## src/rtl/bc_pkg.sv

```systemverilog
// ---------------------------------------------------------------------------
// bc_pkg
// Shared definitions for the basic-computer control unit.
// Contents:
//   stateE      - control FSM states (IND only exists with BC_INDIRECT_EN)
//   OP_*        - memory-reference opcodes plus the register-reference opcode
//   BUS_*       - common-bus source select encodings
//   ALU_*       - ALU operation encodings
//   LD_*/INC_*  - bit positions inside the ld and inc strobe vectors
//   regOpE      - register-reference micro-operation picked from ir[6:0]
// Configuration macro: BC_INDIRECT_EN (adds the IND state).
// ---------------------------------------------------------------------------
package bc_pkg;

   typedef enum logic [2:0] {
      ST_F0,
      ST_F1,
      ST_DEC,
`ifdef BC_INDIRECT_EN
      ST_IND,
`endif
      ST_RD,
      ST_EX1,
      ST_EX2,
      ST_HLT
   } stateE;

   localparam logic [2:0] OP_AND = 3'd0;
   localparam logic [2:0] OP_ADD = 3'd1;
   localparam logic [2:0] OP_LDA = 3'd2;
   localparam logic [2:0] OP_STA = 3'd3;
   localparam logic [2:0] OP_BUN = 3'd4;
   localparam logic [2:0] OP_BSA = 3'd5;
   localparam logic [2:0] OP_ISZ = 3'd6;
   localparam logic [2:0] OP_REG = 3'd7;

   localparam logic [2:0] BUS_NONE = 3'd0;
   localparam logic [2:0] BUS_AR   = 3'd1;
   localparam logic [2:0] BUS_PC   = 3'd2;
   localparam logic [2:0] BUS_DR   = 3'd3;
   localparam logic [2:0] BUS_AC   = 3'd4;
   localparam logic [2:0] BUS_IR   = 3'd5;
   localparam logic [2:0] BUS_MEM  = 3'd7;

   localparam logic [2:0] ALU_AND     = 3'd0;
   localparam logic [2:0] ALU_ADD     = 3'd1;
   localparam logic [2:0] ALU_PASS_DR = 3'd2;
   localparam logic [2:0] ALU_CMA     = 3'd3;

   localparam int LD_AR = 0;
   localparam int LD_PC = 1;
   localparam int LD_DR = 2;
   localparam int LD_AC = 3;
   localparam int LD_IR = 4;

   localparam int INC_AR = 0;
   localparam int INC_PC = 1;
   localparam int INC_DR = 2;
   localparam int INC_AC = 3;

   typedef enum logic [2:0] {
      RR_NOP,
      RR_HLT,
      RR_SZA,
      RR_SNA,
      RR_SPA,
      RR_INC,
      RR_CMA,
      RR_CLA
   } regOpE;

   // Opcodes that need their operand fetched from memory into DR before execute.
   function automatic logic isMemOperand(input logic [2:0] op);
      return (op == OP_AND) || (op == OP_ADD) || (op == OP_LDA) || (op == OP_ISZ);
   endfunction

endpackage

```

## src/rtl/bc_control_unit_if.sv

```systemverilog
// ---------------------------------------------------------------------------
// bc_control_unit_if
// Bundle between the control unit and the datapath/memory.
// Parameter: W - instruction/data width.
// Signals:
//   ir, mem_ready, ac_zero, ac_neg, dr_zero  - status into the control unit
//   mem_re, mem_we, ld[4:0], inc[3:0], clr_ac,
//   bus_sel[2:0], alu_op[2:0], halted         - control out of the control unit
// Modports: master (control unit side), slave (datapath side).
// ---------------------------------------------------------------------------
interface bc_control_unit_if #(
   parameter int W = 16
);

   logic [W-1:0] ir;
   logic         mem_ready;
   logic         ac_zero;
   logic         ac_neg;
   logic         dr_zero;
   logic         mem_re;
   logic         mem_we;
   logic [4:0]   ld;
   logic [3:0]   inc;
   logic         clr_ac;
   logic [2:0]   bus_sel;
   logic [2:0]   alu_op;
   logic         halted;

   modport master (
      input  ir, mem_ready, ac_zero, ac_neg, dr_zero,
      output mem_re, mem_we, ld, inc, clr_ac, bus_sel, alu_op, halted
   );

   modport slave (
      output ir, mem_ready, ac_zero, ac_neg, dr_zero,
      input  mem_re, mem_we, ld, inc, clr_ac, bus_sel, alu_op, halted
   );

endinterface

```

## src/rtl/bc_decoder.sv

```systemverilog
// ---------------------------------------------------------------------------
// bc_decoder
// Purely combinational instruction-register decode for the control unit.
// Parameter: W - instruction width (I = ir[W-1], opcode = ir[W-2:W-4]).
// Ports:
//   i_ir          in  W  instruction register contents
//   o_opcode      out 3  opcode field
//   o_regRef      out 1  register-reference instruction (opcode 7, I = 0)
//   o_useInd      out 1  indirect cycle needed (only with BC_INDIRECT_EN)
//   o_memOperand  out 1  operand must be read into DR (AND/ADD/LDA/ISZ)
//   o_regOp       out 3  register-reference operation from highest set ir[6:0] bit
// Configuration macro: BC_INDIRECT_EN.
// ---------------------------------------------------------------------------
module bc_decoder
   import bc_pkg::*;
#(
   parameter int W = 16
) (
   input  logic [W-1:0] i_ir,
   output logic [2:0]   o_opcode,
   output logic         o_regRef,
`ifdef BC_INDIRECT_EN
   output logic         o_useInd,
`endif
   output logic         o_memOperand,
   output regOpE        o_regOp
);

   logic w_indirect;

   assign w_indirect   = i_ir[W-1];
   assign o_opcode     = i_ir[W-2:W-4];
   assign o_regRef     = (o_opcode == OP_REG) && !w_indirect;
   assign o_memOperand = isMemOperand(o_opcode);

`ifdef BC_INDIRECT_EN
   // Opcode 7 never goes indirect: with I=1 it is a plain NOP.
   assign o_useInd = w_indirect && (o_opcode != OP_REG);
`endif

   // The address bits between the opcode and the register-reference field are
   // consumed by the datapath, not by the controller.
   if (W > 11) begin : gUnusedIr
      logic w_unusedIr;
      assign w_unusedIr = ^i_ir[W-5:7];
   end

   // Only the highest set bit of ir[6:0] counts, so the casez is ordered from
   // bit 6 downward and lower bits are don't-cares once a higher one matches.
   always_comb begin
      o_regOp = RR_NOP;
      casez (i_ir[6:0])
         7'b1??????: o_regOp = RR_CLA;
         7'b01?????: o_regOp = RR_CMA;
         7'b001????: o_regOp = RR_INC;
         7'b0001???: o_regOp = RR_SPA;
         7'b00001??: o_regOp = RR_SNA;
         7'b000001?: o_regOp = RR_SZA;
         7'b0000001: o_regOp = RR_HLT;
         default:    o_regOp = RR_NOP;
      endcase
   end

endmodule

```

## src/rtl/bc_control_unit.sv

```systemverilog
// ---------------------------------------------------------------------------
// bc_control_unit
// Hardwired control FSM of the basic computer: fetch, decode, optional
// indirect, operand read and execute, generating load/increment strobes,
// common-bus select, ALU op and memory requests for the datapath.
// Parameters:
//   W   - data/instruction width
//   AW  - address field width (must be <= W-4)
// Ports:
//   clk  in  1  clock, all state changes on the rising edge
//   rst  in  1  synchronous active-high reset; forces every output to 0
//   ctl  bc_control_unit_if.master
//        in : ir, mem_ready, ac_zero, ac_neg, dr_zero
//        out: mem_re, mem_we, ld{IR,AC,DR,PC,AR}, inc{AC,DR,PC,AR}, clr_ac,
//             bus_sel, alu_op, halted
// Configuration macro: BC_INDIRECT_EN - when defined, I=1 on opcodes 0-6
// inserts an IND state that reads the effective address into AR.
// ---------------------------------------------------------------------------
module bc_control_unit
   import bc_pkg::*;
#(
   parameter int W  = 16,
   parameter int AW = 12
) (
   input  logic clk,
   input  logic rst,
   bc_control_unit_if.master ctl
);

   if (AW > W - 4) begin : gAwCheck
      $error("bc_control_unit: AW must not exceed W-4");
   end

   stateE       r_state;
   logic [2:0]  w_opcode;
   logic        w_regRef;
   logic        w_memOperand;
   regOpE       w_regOp;
`ifdef BC_INDIRECT_EN
   logic        w_useInd;
`endif

   logic        w_memRe;
   logic        w_memWe;
   logic [4:0]  w_ld;
   logic [3:0]  w_inc;
   logic        w_clrAc;
   logic [2:0]  w_busSel;
   logic [2:0]  w_aluOp;
   logic        w_halted;

   bc_decoder #(.W(W)) uDecoder (
      .i_ir         (ctl.ir),
      .o_opcode     (w_opcode),
      .o_regRef     (w_regRef),
`ifdef BC_INDIRECT_EN
      .o_useInd     (w_useInd),
`endif
      .o_memOperand (w_memOperand),
      .o_regOp      (w_regOp)
   );

   // State register. Memory states (F1, IND, RD and the write phases of EX1/EX2)
   // only advance on mem_ready; everywhere else mem_ready is ignored. HLT is
   // left only through rst.
   always_ff @(posedge clk) begin
      if (rst) begin
         r_state <= ST_F0;
      end else begin
         case (r_state)
            ST_F0: r_state <= ST_F1;
            ST_F1: begin
               if (ctl.mem_ready) r_state <= ST_DEC;
            end
            ST_DEC: begin
`ifdef BC_INDIRECT_EN
               if (w_useInd) r_state <= ST_IND;
               else
`endif
               if (w_memOperand) r_state <= ST_RD;
               else              r_state <= ST_EX1;
            end
`ifdef BC_INDIRECT_EN
            ST_IND: begin
               if (ctl.mem_ready) r_state <= w_memOperand ? ST_RD : ST_EX1;
            end
`endif
            ST_RD: begin
               if (ctl.mem_ready) r_state <= ST_EX1;
            end
            ST_EX1: begin
               if (w_regRef) begin
                  r_state <= (w_regOp == RR_HLT) ? ST_HLT : ST_F0;
               end else begin
                  case (w_opcode)
                     OP_STA: begin
                        if (ctl.mem_ready) r_state <= ST_F0;
                     end
                     OP_BSA: begin
                        if (ctl.mem_ready) r_state <= ST_EX2;
                     end
                     OP_ISZ:  r_state <= ST_EX2;
                     default: r_state <= ST_F0;
                  endcase
               end
            end
            ST_EX2: begin
               if (w_opcode == OP_ISZ) begin
                  if (ctl.mem_ready) r_state <= ST_F0;
               end else begin
                  r_state <= ST_F0;
               end
            end
            ST_HLT:  r_state <= ST_HLT;
            default: r_state <= ST_F0;
         endcase
      end
   end

   // Control outputs are a function of the current state plus the live IR,
   // flags and mem_ready so that completion strobes land in the same cycle as
   // mem_ready. Holding rst gates everything to zero, which also silences an
   // instruction that is aborted mid-flight.
   always_comb begin
      w_memRe  = 1'b0;
      w_memWe  = 1'b0;
      w_ld     = '0;
      w_inc    = '0;
      w_clrAc  = 1'b0;
      w_busSel = BUS_NONE;
      w_aluOp  = ALU_AND;
      w_halted = 1'b0;
      if (!rst) begin
         case (r_state)
            ST_F0: begin
               w_ld[LD_AR] = 1'b1;
               w_busSel    = BUS_PC;
            end
            ST_F1: begin
               w_memRe  = 1'b1;
               w_busSel = BUS_MEM;
               if (ctl.mem_ready) begin
                  w_ld[LD_IR]   = 1'b1;
                  w_inc[INC_PC] = 1'b1;
               end
            end
            ST_DEC: begin
               w_ld[LD_AR] = 1'b1;
               w_busSel    = BUS_IR;
            end
`ifdef BC_INDIRECT_EN
            ST_IND: begin
               w_memRe  = 1'b1;
               w_busSel = BUS_MEM;
               if (ctl.mem_ready) w_ld[LD_AR] = 1'b1;
            end
`endif
            ST_RD: begin
               w_memRe  = 1'b1;
               w_busSel = BUS_MEM;
               if (ctl.mem_ready) w_ld[LD_DR] = 1'b1;
            end
            ST_EX1: begin
               if (w_regRef) begin
                  case (w_regOp)
                     RR_CLA: w_clrAc = 1'b1;
                     RR_CMA: begin
                        w_ld[LD_AC] = 1'b1;
                        w_aluOp     = ALU_CMA;
                     end
                     RR_INC: w_inc[INC_AC] = 1'b1;
                     RR_SPA: w_inc[INC_PC] = !ctl.ac_neg;
                     RR_SNA: w_inc[INC_PC] = ctl.ac_neg;
                     RR_SZA: w_inc[INC_PC] = ctl.ac_zero;
                     default: ;
                  endcase
               end else if (w_opcode != OP_REG) begin
                  case (w_opcode)
                     OP_AND: begin
                        w_ld[LD_AC] = 1'b1;
                        w_aluOp     = ALU_AND;
                     end
                     OP_ADD: begin
                        w_ld[LD_AC] = 1'b1;
                        w_aluOp     = ALU_ADD;
                     end
                     OP_LDA: begin
                        w_ld[LD_AC] = 1'b1;
                        w_aluOp     = ALU_PASS_DR;
                     end
                     OP_STA: begin
                        w_memWe  = 1'b1;
                        w_busSel = BUS_AC;
                     end
                     OP_BUN: begin
                        w_ld[LD_PC] = 1'b1;
                        w_busSel    = BUS_AR;
                     end
                     OP_BSA: begin
                        w_memWe  = 1'b1;
                        w_busSel = BUS_PC;
                        if (ctl.mem_ready) w_inc[INC_AR] = 1'b1;
                     end
                     OP_ISZ: w_inc[INC_DR] = 1'b1;
                     default: ;
                  endcase
               end
            end
            ST_EX2: begin
               case (w_opcode)
                  OP_BSA: begin
                     w_ld[LD_PC] = 1'b1;
                     w_busSel    = BUS_AR;
                  end
                  OP_ISZ: begin
                     w_memWe  = 1'b1;
                     w_busSel = BUS_DR;
                     if (ctl.mem_ready && ctl.dr_zero) w_inc[INC_PC] = 1'b1;
                  end
                  default: ;
               endcase
            end
            ST_HLT:  w_halted = 1'b1;
            default: ;
         endcase
      end
   end

   assign ctl.mem_re  = w_memRe;
   assign ctl.mem_we  = w_memWe;
   assign ctl.ld      = w_ld;
   assign ctl.inc     = w_inc;
   assign ctl.clr_ac  = w_clrAc;
   assign ctl.bus_sel = w_busSel;
   assign ctl.alu_op  = w_aluOp;
   assign ctl.halted  = w_halted;

endmodule

```

## src/flat_wrapper.sv

```systemverilog
// flat-port wrapper written by rule: the top's interface ports become plain ports
module bc_control_unit_flat import bc_pkg::*;
#(
   parameter int W  = 16,
   parameter int AW = 12
)
  (clk, rst, ctl_ir, ctl_mem_ready, ctl_ac_zero, ctl_ac_neg, ctl_dr_zero, ctl_mem_re, ctl_mem_we, ctl_ld, ctl_inc, ctl_clr_ac, ctl_bus_sel, ctl_alu_op, ctl_halted);
  bc_control_unit_if #(.W(W)) ctl_i ();
  input  logic clk;
  input  logic rst;
  input wire logic [$bits(ctl_i.ir)-1:0] ctl_ir;
  input wire logic [$bits(ctl_i.mem_ready)-1:0] ctl_mem_ready;
  input wire logic [$bits(ctl_i.ac_zero)-1:0] ctl_ac_zero;
  input wire logic [$bits(ctl_i.ac_neg)-1:0] ctl_ac_neg;
  input wire logic [$bits(ctl_i.dr_zero)-1:0] ctl_dr_zero;
  output wire logic [$bits(ctl_i.mem_re)-1:0] ctl_mem_re;
  output wire logic [$bits(ctl_i.mem_we)-1:0] ctl_mem_we;
  output wire logic [$bits(ctl_i.ld)-1:0] ctl_ld;
  output wire logic [$bits(ctl_i.inc)-1:0] ctl_inc;
  output wire logic [$bits(ctl_i.clr_ac)-1:0] ctl_clr_ac;
  output wire logic [$bits(ctl_i.bus_sel)-1:0] ctl_bus_sel;
  output wire logic [$bits(ctl_i.alu_op)-1:0] ctl_alu_op;
  output wire logic [$bits(ctl_i.halted)-1:0] ctl_halted;
  assign ctl_i.ir = ctl_ir;
  assign ctl_i.mem_ready = ctl_mem_ready;
  assign ctl_i.ac_zero = ctl_ac_zero;
  assign ctl_i.ac_neg = ctl_ac_neg;
  assign ctl_i.dr_zero = ctl_dr_zero;
  assign ctl_mem_re = ctl_i.mem_re;
  assign ctl_mem_we = ctl_i.mem_we;
  assign ctl_ld = ctl_i.ld;
  assign ctl_inc = ctl_i.inc;
  assign ctl_clr_ac = ctl_i.clr_ac;
  assign ctl_bus_sel = ctl_i.bus_sel;
  assign ctl_alu_op = ctl_i.alu_op;
  assign ctl_halted = ctl_i.halted;
  bc_control_unit #(.W(W), .AW(AW)) u_core (.clk(clk), .rst(rst), .ctl(ctl_i));
endmodule
```

## config.mk

```make
export PLATFORM = sky130hd
export DESIGN_NAME = bc_control_unit_flat
export DESIGN_NICKNAME = d
export VERILOG_FILES = /design/src/rtl/bc_pkg.sv /design/src/rtl/bc_control_unit_if.sv /design/src/rtl/bc_decoder.sv /design/src/rtl/bc_control_unit.sv /design/src/flat_wrapper.sv
export SDC_FILE = /design/constraint.sdc
export NUM_CORES = 1
export LEC_CHECK = 0
export BUFFER_PORTS_ARGS = -buffer_cell sky130_fd_sc_hd__clkbuf_2
export CORE_MARGIN = 2
export CORE_UTILIZATION = 36
export CTS_BUF_LIST = sky130_fd_sc_hd__clkbuf_8
export DETAILED_ROUTE_END_ITERATION = 12
export PLACE_DENSITY = 0.62
export SETUP_SLACK_MARGIN = 0.3
export SYNTH_ARGS = -nofsm -noshare
export SYNTH_HDL_FRONTEND = slang
export SYNTH_HIERARCHICAL = 1
export SYNTH_SLANG_ARGS = --single-unit
```

## constraint.sdc

```tcl
create_clock -name clk -period 4.55 [get_ports clk]
set_input_delay 0.6825 -clock clk [delete_from_list [all_inputs] [get_ports clk]]
set_output_delay 0.6825 -clock clk [all_outputs]
set_load 0.03 [all_outputs]
```

Word level (Yosys, flattened, before mapping)
Index checks and enable logic that the tools add are counted.

storage, ports and cells
  bits in latches = 0
  memories kept = 0
  register bits after elaboration = 3
  ROM bits = 0
  input bits = 22
  memory bits (writable) = 0
  logic and storage cells = 112

operators by class
  shift-type cells = 0
  add/sub/neg operators = 0
  multiply operators = 0
  magnitude comparators = 0
  equality and inequality tests = 30
  div/mod/pow operators = 0
  bitwise gates (word level) = 0
  reduce and logical (&&, ||, !) cells = 14
  mux-type cells = 67

operators with widths
  operator              count
  $mux W3               15
  $pmux W3 S7           2
  $mux W1               37
  $eq A3 B3 Y1 const B  11
  $eq A3 B2 Y1 const B  6
  $pmux W3 S3           2
  $pmux W3 S5           1
  $eq A3 B1 Y1 const B  4
  $pmux W2 S2           2
  $eq A7 B1 Y1 const B  1
  $eq A6 B1 Y1 const B  1
  $logic_not A3 Y1      2
  $pmux W1 S3           2
  $reduce_or A2 Y1      3
  $eq A5 B1 Y1 const B  1
  $mux W5               1
  $eq A4 B1 Y1 const B  1
  $mux W2               2
  $mux W4               1
  $ne A2 B2 Y1 const B  2
  $ne A4 B4 Y1 const B  1
  $pmux W1 S2           2
  $logic_or A1 B1 Y1    3
  $ne A3 B3 Y1 const B  1
  5 further kinds       7

Longest topological paths before layout
Gate-level depths: netlist of the first run.

  depth after elaboration = 7
  mapped depth = 7
  depth with buffers taken out = 7

Hierarchy
Netlist of the first run, hierarchy kept.

modules (own cells, without submodules)
  module           area an instance (µm²)  sequential area each (µm²)  cells each  times used
  bc_control_unit  671.9                   60.1                        93          1
  bc_decoder       96.3                    0.0                         15          1

Worst setup path before layout of the first run
Ideal clock, no wire load.

  kind = in2out
  start point = in ctl_ir[15]
  end point = out ctl_clr_ac
  cell stages on the path = 5
  arrival time = 2.136 ns
  data required time = 3.868 ns
  slack = 1.732 ns
  cells stage by stage = and4b_1 -> buf_4 -> inv_1 -> or2_1 -> nor3_1

between the ends
  longest elaborated chain between the ends = 5

ends and longest elaborated chain
  element              RTL line                text
  from (decl)          flat_wrapper.sv:11      input wire logic [$bits(ctl_i.ir)-1:0] ctl_ir;
  $logic_not A1 Y1     bc_decoder.sv:33        assign o_regRef = (o_opcode == OP_REG) && !w_indirect;
  $logic_and A1 B1 Y1  bc_decoder.sv:33
  $mux W1              bc_control_unit.sv:164  if (w_regRef) begin
  $mux W1              bc_control_unit.sv:134  case (r_state)
  $mux W1              bc_control_unit.sv:133  if (!rst) begin
  to (decl)            flat_wrapper.sv:20      output wire logic [$bits(ctl_i.clr_ac)-1:0] ctl_clr_ac;

No other way between the ends.

Worst setup path in the final report of the first run
  start point = in ctl_ir[14]
  end point = out ctl_bus_sel[0]

between the ends
  elaborated cells between the ends (all ways) = 13

RTL lines
  element              RTL line                text
  $eq A3 B3 Y1         bc_decoder.sv:33
  $logic_and A1 B1 Y1  bc_decoder.sv:33
  via u_core.w_regRef  bc_control_unit.sv:36   logic w_regRef;
  $mux W3              bc_control_unit.sv:164
  $pmux W3 S5          bc_control_unit.sv:134
  $mux W3              bc_control_unit.sv:133
  to (decl)            flat_wrapper.sv:21      output wire logic [$bits(ctl_i.bus_sel)-1:0] ctl_bus_sel;

The timed path passes the listed nets, and every way through them passes these cells.

==> results.py, run 1 <==
metrics = {
    "pwr": {
        "p_leak_nw": 0.4024,
        "power_density_nw_per_um2": 219.3,
        "peakVddDrop_mv": 0.1070,
    },
    "cts": {
        "clockBufferDepth": 2,
        "clockRootBuffer": "clkbuf_8",
        "post_cts_buffers": 0,
        "cts_resized": 0,
        "path_clk_slew_ns": 0.03,
        "cts_tree": "built",
        "ctsHoldBuffers": 0,
        "cts-buffers-inserted": 3,
        "cts.sinks": 3,
        "h-tree-depth": 1,
        "clkLatencyLatePin_ns": 0.21,
    },
    "critical_path": {
        "cp_common_cell": "clkbuf_2",
        "cp-end-kind": "primary output",
        "max_stage_delay_ns": 0.52,
        "worst-path-max-fanout": 12,
        "critPathRequiredTime_ns": 3.87,
        "crit_chain": "clkbuf_2 -> and4b_1 -> nor3_2 -> a21oi_1 -> or4b_4 -> a31oi_2 -> clkbuf_2",
        "critPathSlowestCell": "or4b_4",
        "crit_path_end": "ctl_bus_sel[0]",
        "worstReg2RegStart": "u_core/r_state[0]$_SDFFE_PP0P_",
        "rrSetupSlack_ns": 2.91,
        "cp.arrival_ns": 2.34,
        "startpoint_type": "input pin",
        "crit_path_start": "ctl_ir[14]",
        "r2r_end": "u_core/r_state[1]$_SDFFE_PP0P_",
        "crit_type": "in -> out",
        "rr_worst_depth": 4,
    },
    "timing": {
        "rsz0062_at_grt": "no",
        "finalHoldViolations": 0,
        "worst_pin_slew_ns": 0.7078,
        "setup_viol": 0,
        "relSlewSlack_pct": 52.75,
        "timing.final.crit_period_ns": 3.021,
        "finalCritPeriodShare_pct": 66.39,
        "finalSetupTns_ns": 0,
        "fmax_mhz": 331.0,
        "finalClockSkew_ns": 0.0008396,
        "slew_viol_final": 0,
    },
    "routing": {
        "vias_per_cell": 5.261,
        "wire_per_inst_um": 11.73,
        "wl_mm": 1.889,
        "antenna_left": 0,
        "vias": 847,
        "drt_iter0_drc": 18,
        "drc_errors": 0,
        "dr.pass1.iters": 4,
    },
    "floorplan": {
        "core_area_um2": 1982,
        "pin_count": 41,
        "rows": 16,
        "fp.dieW_um": 50.20,
        "initial_core_util_pct": 38.76,
        "die_area_um2": 2520,
        "die_h_um": 50.20,
    },
    "placed_design": {
        "dpl.hpwl_mm": 1.407,
        "placed_cell_area_um2": 893.4,
        "place_congestion": 0.7467,
        "portBuffers": 34,
        "dp_cells": 157,
    },
    "synth": {
        "yosys.cell_types.count": 50,
        "synth_seq_area_share_pct": 7.818,
        "syn_avg_cell_area_um2": 7.113,
        "ys.flop_type": "dfxtp_1",
        "yosysMostFrequentCell": "a21oi_1",
        "synth.area.top_cells": "dfxtp_1 7.8%, a21oi_1 7.2%, buf_4 5.9%",
        "netlist_instances": 108,
        "ys_ff_latch": 3,
        "synthTopCellsByCount": "11 x a21oi_1, 8 x nor2_1, 7 x nor3_1",
        "yosysWarnings": 6,
        "syn_area_um2": 768.2,
        "async_flop_share_pct": 0,
        "synth_edf_count": 0,
        "netlist.area_leader.share_pct": 7.818,
        "synth_nets": 130,
        "netlist.top_cell.by_area": "dfxtp_1",
    },
    "run_status": {
        "status": "completed",
    },
    "global_route": {
        "grt_use_total_pct": 16.05,
        "grt_pass1_wl_mm": 3.291,
        "overflow": 0,
        "grt_pass1_vias": 752,
        "grt_max_degree": 18,
        "antenna_found_initial": 0,
    },
    "final_layout": {
        "largest_register": "u_core/r_state",
        "final_cell_area_um2": 938.4,
        "antennaDiodeCount": 0,
        "instances_no_fill": 161,
        "top_regs": "u_core/r_state x3",
        "drive_gt1_share_pct": 35.82,
        "fin_nets": 157,
        "nFillCells": 205,
        "largest_reg_flops": 3,
        "post-route-util_pct": 47.35,
        "area_growth_pct": 22.15,
    },
    "hold_path": {
        "min_path_type": "reg -> reg",
    },
    "run": {
        "cap_viol_max_count": 0,
    },
}
per-stage QoR:
step | total power, mW | worst slack (ns) | hold WS, ns
2_1_floorplan | 0.1157 | 1.732 | 0.6275
3_3_place_gp | 0.1301 | 1.567 | 0.7173
3_5_place_dp | 0.1315 | 1.520 | 0.7171
4_1_cts | 0.2073 | 1.511 | 0.7249
5_1_grt | 0.2204 | 1.390 | 0.7553
6_report | 0.2058 | 1.529 | 0.7268
power breakdown:
group | internal, mW | leakage (nW) | switching (mW)
logic | 0.0346 | 0.351 | 0.0525
clock network | 0.0573 | 0.0269 | 0.0165
registers | 0.0299 | 0.0247 | 0.0150
total | 0.122 | 0.402 | 0.0840
worst max-delay path, delay by kind of cell:
family	cells	cell delay, ns
buffers and inverters	2	0.41
AO/OA/AOI/OAI	2	0.19
AND/OR/NAND/NOR	3	1.04
cell type report:
cell class / count / area, um2 / share of cell area, %
Clock buffer: 3 / 41.29 / 4.400
Clock inverter: 1 / 3.754 / 0.4000
Multi-Input combinational cell: 88 / 610.6 / 65.07
Timing Repair Buffer: 34 / 170.2 / 18.13
Tap cell: 27 / 33.78 / 3.600
Inverter: 5 / 18.77 / 2.000
Sequential cell: 3 / 60.06 / 6.400
placed cells by master (no fill, tap or decap), types with 3 or more instances in the layout:
master / n
o21a_1: 4
nor2_1: 8
dfxtp_1: 3
clkbuf_8: 3
inv_1: 5
a21oi_1: 11
nand2_1: 5
clkbuf_2: 34
nor3_1: 7
nand2b_1: 6
nor2b_1: 4
metal layers:
layer / share of wire, % / track usage (%)
met1: 48 / 21.60
met2: 46 / 28.29
met3: 5.8 / 0.8929
met4: 0 / 2.778
met5: 0 / 0
worst min-delay path by stage:
stage	from	end	slack [ns]	cells past startpoint
2_1_floorplan	u_core/r_state[2]$_SDFFE_PP0P_	u_core/r_state[2]$_SDFFE_PP0P_	0.63	4
3_3_place_gp	u_core/r_state[1]$_SDFFE_PP0P_	u_core/r_state[2]$_SDFFE_PP0P_	0.72	2
3_5_place_dp	u_core/r_state[1]$_SDFFE_PP0P_	u_core/r_state[2]$_SDFFE_PP0P_	0.72	2
4_1_cts	u_core/r_state[1]$_SDFFE_PP0P_	u_core/r_state[2]$_SDFFE_PP0P_	0.72	2
5_1_grt	u_core/r_state[1]$_SDFFE_PP0P_	u_core/r_state[2]$_SDFFE_PP0P_	0.76	2
6_report	u_core/r_state[1]$_SDFFE_PP0P_	u_core/r_state[2]$_SDFFE_PP0P_	0.73	2
kinds of logic after synthesis:
family / count (synthesis) / share of synthesized area [%]
flops: 3 / 7.818
buf+inv: 17 / 12.70
mux: 2 / 2.606
other cells: 1 / 0.4881
xor+xnor: 1 / 1.140
compound gates: 32 / 29.32
simple gates: 52 / 45.93
No activity file was read; power rests on OpenSTA's default activity.
==> run 2: changes to the inputs <==
ABC_AREA = 1   (was unset)
PLACE_DENSITY = 0.64   (was 0.62)
clock period = 2.9 ns   (was 4.55 ns; I/O delays follow)
==> run 2 against run 1 <==
  * Power grew to 2.7 times the previous value
  * Hold slack worse by 0.19 ns
  * Global-route usage is 0.98 points higher
  * Clock power up 68%
  * Critical endpoint is now ctl_alu_op[0]
==> results.py, run 2 <==
metrics = {
    "run_status": {
        "status": "completed",
    },
    "critical_path": {
        "critPathRequiredTime_ns": 2.47,
        "cp.arrival_ns": 1.72,
        "startpoint_type": "input pin",
        "crit_path_start": "ctl_ir[4]",
        "worstReg2RegStart": "u_core/r_state[0]$_SDFFE_PP0P_",
        "crit_type": "in -> out",
        "worst-path-max-fanout": 5,
        "cp-end-kind": "primary output",
    },
    "global_route": {
        "grt_use_total_pct": 17.04,
        "grt_pass1_vias": 782,
        "antenna_found_initial": 0,
        "grt_max_degree": 14,
        "overflow": 0,
        "grt_pass1_wl_mm": 3.153,
    },
    "synth": {
        "yosysMostFrequentCell": "nand2_1",
        "synth.area.top_cells": "nand2_1 17%, inv_1 11%, nand3_1 11%",
        "yosysWarnings": 6,
        "syn_area_um2": 713.2,
        "netlist_instances": 138,
        "synth_seq_area_share_pct": 8.421,
        "ys_ff_latch": 3,
        "netlist.area_leader.share_pct": 16.84,
        "ys.flop_type": "dfxtp_1",
        "synth_nets": 160,
        "async_flop_share_pct": 0,
        "syn_avg_cell_area_um2": 5.168,
        "netlist.top_cell.by_area": "nand2_1",
        "synth_edf_count": 0,
        "yosys.cell_types.count": 27,
        "synthTopCellsByCount": "32 x nand2_1, 21 x inv_1, 15 x nand3_1",
    },
    "cts": {
        "h-tree-depth": 1,
        "cts_resized": 0,
        "post_cts_buffers": 0,
        "cts-buffers-inserted": 3,
        "path_clk_slew_ns": 0.03,
        "clockBufferDepth": 2,
        "cts_tree": "built",
        "ctsHoldBuffers": 0,
        "clockRootBuffer": "clkbuf_8",
        "cts.sinks": 3,
        "clkLatencyLatePin_ns": 0.23,
    },
    "routing": {
        "drt_iter0_drc": 32,
        "dr.pass1.iters": 4,
        "wl_mm": 1.925,
        "drc_errors": 0,
        "vias_per_cell": 4.799,
        "vias": 955,
        "wire_per_inst_um": 9.673,
        "antenna_left": 0,
    },
    "timing": {
        "finalClockSkew_ns": 0.009707,
        "setup_viol": 0,
        "finalHoldViolations": 0,
        "finalSetupTns_ns": 0,
        "timing.final.crit_period_ns": 2.155,
        "slew_viol_final": 0,
        "fin_ws_ns": 0.7455,
        "fmax_mhz": 464.1,
        "finalCritPeriodShare_pct": 74.29,
        "rsz0062_at_grt": "no",
    },
    "floorplan": {
        "fp.dieW_um": 48.51,
        "initial_core_util_pct": 37.11,
        "core_area_um2": 1922,
        "die_area_um2": 2353,
        "rows": 16,
        "die_h_um": 48.51,
        "pin_count": 41,
    },
    "final_layout": {
        "post-route-util_pct": 48.70,
        "final_cell_mix": "34 x clkbuf_2, 32 x nand2_1, 22 x inv_1",
        "layout_commonest_cell": "clkbuf_2",
        "largest_reg_flops": 3,
        "top_regs": "u_core/r_state x3",
        "fin_nets": 195,
        "largest_register": "u_core/r_state",
        "drive_gt1_share_pct": 31.98,
        "final_cell_area_um2": 935.9,
        "area_growth_pct": 31.23,
        "antennaDiodeCount": 0,
    },
    "pwr": {
        "p_leak_nw": 0.5361,
        "p_comb_share_pct": 62.1,
        "p_int_mw": 0.2569,
        "clkPwrFrac_pct": 22.7,
        "peakVddDrop_mv": 0.5809,
        "power_density_nw_per_um2": 583.2,
        "p_total_mw": 0.5458,
        "pwr-share-seq_pct": 15.1,
        "p_switching_mw": 0.2889,
        "switching_share_pct": 52.94,
    },
    "hold_path": {
        "min_path_type": "reg -> reg",
        "hp-start": "u_core/r_state[1]$_SDFFE_PP0P_",
    },
    "placed_design": {
        "pre_cts_slack_ns": 0.7429,
        "place_congestion": 0.8576,
        "portBuffers": 34,
        "dpl.hpwl_mm": 1.560,
        "placed_cell_area_um2": 890.9,
    },
    "run": {
        "cap_viol_max_count": 0,
    },
}
[run 2: cell types whose count changed after synthesis, sizes merged, moves of 4 or more]
| cell | change |
|---|---|
| nand3 | +13 |
| buf | -6 |
| nand2 | +30 |
| inv | +22 |
| o21a | -4 |
| nand2b | -7 |
| nor2 | +10 |
| nor2b | -4 |
[run 2: cells by family (layout without fill, tap and decap cells)]
group	count (synthesis)	count (layout)	synth area share [%]
and+or+nand+nor	78	78	50.00
buffers and inverters	32	66	18.95
AOI/OAI and AO/OA	24	24	22.11
DFF	3	3	8.421
other	1	1	0.5258
[run 2: worst paths after layout]
| path | to | slack [ns] | cells after the start |
|---|---|---|---|
| max | ctl_alu_op[0] | 0.75 | 9 |
| min | u_core/r_state[1]$_SDFFE_PP0P_ | 0.54 | 2 |
| max reg2reg | u_core/r_state[2]$_SDFFE_PP0P_ | 1.61 | 7 |
| min reg2reg | u_core/r_state[1]$_SDFFE_PP0P_ | 0.54 | 2 |
[run 2: worst max-delay path: stages]
cell	delay [ns]
clkbuf_2	0.09
inv_1	0.04
nand2_1	0.06
o21bai_1	0.31
inv_1	0.12
nor3_1	0.18
o21ai_1	0.12
a21oi_1	0.14
clkbuf_2	0.22
[run 2: power by group through the flow]
stage               logic (mW)  clock network [mW]  registers (mW)
floorplan                0.266                   0          0.0772
global placement         0.335                   0          0.0837
detailed placement       0.337                   0          0.0827
CTS                      0.339               0.128          0.0820
global route             0.376               0.132          0.0859
finish                   0.339               0.124          0.0826
[run 2: cell type report]
class | instances | area (um2)
clock buffer | 3 | 41.29
inverter | 27 | 101.3
tap | 27 | 33.78
clock inverter | 1 | 3.754
multi-input combinational | 103 | 518.0
fill | 201 | 985.9
sequential | 3 | 60.06
timing repair buffer | 35 | 177.7
[run 2: routing by layer]
layer	global-route usage (%)	up-vias	part of all wire, %
met5	0	-	0
met4	10.95	0	3.0
met3	5.247	6	5.8
met2	25.93	33	43
met1	20.80	406	48
li1	-	510	-
[run 2: stage by stage]
step           cells  hold slack (ns)
2_1_floorplan    138           0.4960
3_3_place_gp     195           0.5361
3_5_place_dp     195           0.5295
4_1_cts          199           0.5345
5_1_grt          199           0.5737
6_report         199           0.5399
==> run 3: changes to the inputs <==
PLACE_DENSITY = 0.66   (was 0.64)
clock period = 1.7 ns   (was 2.9 ns; I/O delays follow)
==> run 3 against run 2 <==
  * The flow now finishes with violations (negative setup slack)
  * Worst setup slack got worse by 0.81 ns
  * Global-route usage increased by 4.5 points
  * Utilization increased by 35 points
  * Critical path type is now reg -> out
  * Largest power group unchanged
  * Highest routed layer unchanged
==> results.py, run 3 (synthesized netlist as in run 2, its figures left out) <==
metrics = {
    "run_status": {
        "status": "complete, but fails checks",
        "violations": "negative setup slack",
    },
    "placed_design": {
        "dpl.hpwl_mm": 1.927,
        "pre_cts_slack_ns": 0.03049,
        "portBuffers": 34,
        "place_congestion": 0.8502,
    },
    "timing": {
        "rsz0062_at_grt": "yes",
        "finalSetupTns_ns": -0.1164,
        "finalHoldViolations": 0,
        "fmax_mhz": 567.9,
        "finalCritPeriodShare_pct": 103.6,
        "hold_slack_ns": 0.3809,
        "timing.final.crit_period_ns": 1.761,
        "slew_viol_final": 0,
        "fin_ws_ns": -0.06076,
        "finalClockSkew_ns": 0.0007857,
        "setup_viol": 4,
    },
    "critical_path": {
        "crit_type": "reg -> out",
        "rrSetupSlack_ns": 0.29,
        "crit_path_end": "ctl_inc[1]",
        "worst-path-max-fanout": 6,
        "worstReg2RegStart": "u_core/r_state[0]$_SDFFE_PP0P_",
        "critPathSlowestCell": "dfxtp_2",
        "startpoint_type": "flop",
        "r2r_end": "u_core/r_state[1]$_SDFFE_PP0P_",
        "rr_worst_depth": 10,
        "cp.arrival_ns": 1.51,
        "critPathRequiredTime_ns": 1.44,
        "crit_chain": "buf_6 -> inv_4 -> nor2_4 -> nand2_2 -> a21boi_2 -> o21ai_2 -> clkbuf_8",
        "cp-end-kind": "primary output",
        "max_stage_delay_ns": 0.35,
        "crit_path_start": "u_core/r_state[0]$_SDFFE_PP0P_",
    },
    "cts": {
        "clockBufferDepth": 2,
        "clkLatencyLatePin_ns": 0.21,
        "ctsHoldBuffers": 0,
        "path_clk_slew_ns": 0.03,
        "cts.sinks": 3,
        "cts_tree": "built",
        "h-tree-depth": 1,
        "clockRootBuffer": "clkbuf_8",
        "cts-buffers-inserted": 3,
    },
    "floorplan": {
        "die_area_um2": 2353,
        "core_area_um2": 1922,
        "fp.dieW_um": 48.51,
        "rows": 16,
        "initial_core_util_pct": 37.11,
        "die_h_um": 48.51,
        "pin_count": 41,
    },
    "global_route": {
        "antenna_found_initial": 0,
        "grt_use_total_pct": 21.58,
        "grt_max_degree": 11,
        "grt_pass1_wl_mm": 4.146,
        "overflow": 0,
        "grt_pass1_vias": 1049,
    },
    "pwr": {
        "peakVddDrop_mv": 1.321,
        "power_density_nw_per_um2": 943.2,
        "p_leak_nw": 0.7155,
    },
    "hold_path": {
        "min_path_type": "in -> reg",
    },
    "final_layout": {
        "largest_reg_flops": 3,
        "drive_gt1_share_pct": 63.92,
        "area_growth_pct": 125.4,
        "multi_input_comb_area_um2": 828.3,
        "nFillCells": 124,
        "final_cell_mix": "26 x nand2_1, 20 x buf_4, 15 x clkbuf_2",
        "layout_commonest_cell": "nand2_1",
        "top_regs": "u_core/r_state x3",
        "largest_register": "u_core/r_state",
        "antennaDiodeCount": 0,
        "fin_nets": 217,
        "seq_area_um2": 63.81,
    },
    "routing": {
        "dr.pass1.iters": 4,
        "vias": 1129,
        "wl_mm": 2.868,
        "vias_per_cell": 5.109,
        "antenna_left": 0,
        "wire_per_inst_um": 12.98,
        "drc_errors": 0,
        "drt_iter0_drc": 16,
    },
    "run": {
        "cap_viol_max_count": 0,
    },
}
run 3: cell types whose count changed in the layout (fill, tap and decap cells not counted), moves of 6 or more:
cell / previous run / this run
clkbuf_2: 34 / 15
inv_1: 22 / 13
a21oi_1: 9 / 3
clkbuf_8: 3 / 12
buf_6: 0 / 7
nor2_4: 1 / 11
buf_4: 1 / 20
nor2_1: 13 / 7
nand2_1: 32 / 26
buf_8: 0 / 6
run 3: worst min-delay path by stage:
stage	start	endpoint	slack, ns	depth (start not counted)
6_report	ctl_mem_ready	u_core/r_state[0]$_SDFFE_PP0P_	0.38	4
2_1_floorplan	ctl_mem_ready	u_core/r_state[1]$_SDFFE_PP0P_	0.41	3
3_3_place_gp	ctl_mem_ready	u_core/r_state[1]$_SDFFE_PP0P_	0.62	4
3_5_place_dp	ctl_mem_ready	u_core/r_state[0]$_SDFFE_PP0P_	0.61	4
4_1_cts	ctl_mem_ready	u_core/r_state[1]$_SDFFE_PP0P_	0.39	4
5_1_grt	ctl_mem_ready	u_core/r_state[2]$_SDFFE_PP0P_	0.41	4
run 3: per-layer routing:
layer  up-vias  share of wire [%]  track usage, %  wire [um]
met3         8                5.4           1.235        154
met2        50                 54           42.13       1547
met1       516                 38           25.34       1102
met4         0                2.2           5.714         64
met5         -                  0               0          0
li1        555                  -               -          -
run 3: stage by stage:
stage / cell area, um2 / instances / util, % / total power [mW]
6_report: 1608 / 221 / 83.66 / 1.516
5_1_grt: 1608 / 221 / 83.66 / 1.598
4_1_cts: 1470 / 215 / 76.50 / 1.289
3_5_place_dp: 1157 / 206 / 60.22 / 0.8779
3_3_place_gp: 1157 / 206 / 60.22 / 0.8743
2_1_floorplan: 897.1 / 138 / - / 0.6738
run 3: final cells by class:
cell class	count	share of cell area (%)
well taps	27	2.101
repair buffers	57	32.22
multi-input cells	103	51.52
clock buffers	3	2.568
clock inverters	1	0.2335
inverters	27	7.393
flip-flops and latches	3	3.969
run 3: critical path: cells and delay by family, from the launching register on:
family	cells	cell delay [ns]
DFF	1	0.35
and+or+nand+nor	2	0.27
AOI/OAI and AO/OA	2	0.30
buffers and inverters	3	0.36
run 3: what timing repair did:
| item | CTS | global route |
|---|---|---|
| buffers inserted | 5 | 6 |
| endpoints found under the setup margin | 17 | 21 |
| gates resized for setup | 57 | 37 |
| pin swaps | 8 | 19 |
run 3: power by group:
part	internal, mW	total (mW)	switching [mW]
logic	0.515	1.18	0.665
clock network	0.154	0.198	0.0449
registers	0.102	0.138	0.0357
total	0.771	1.52	0.745
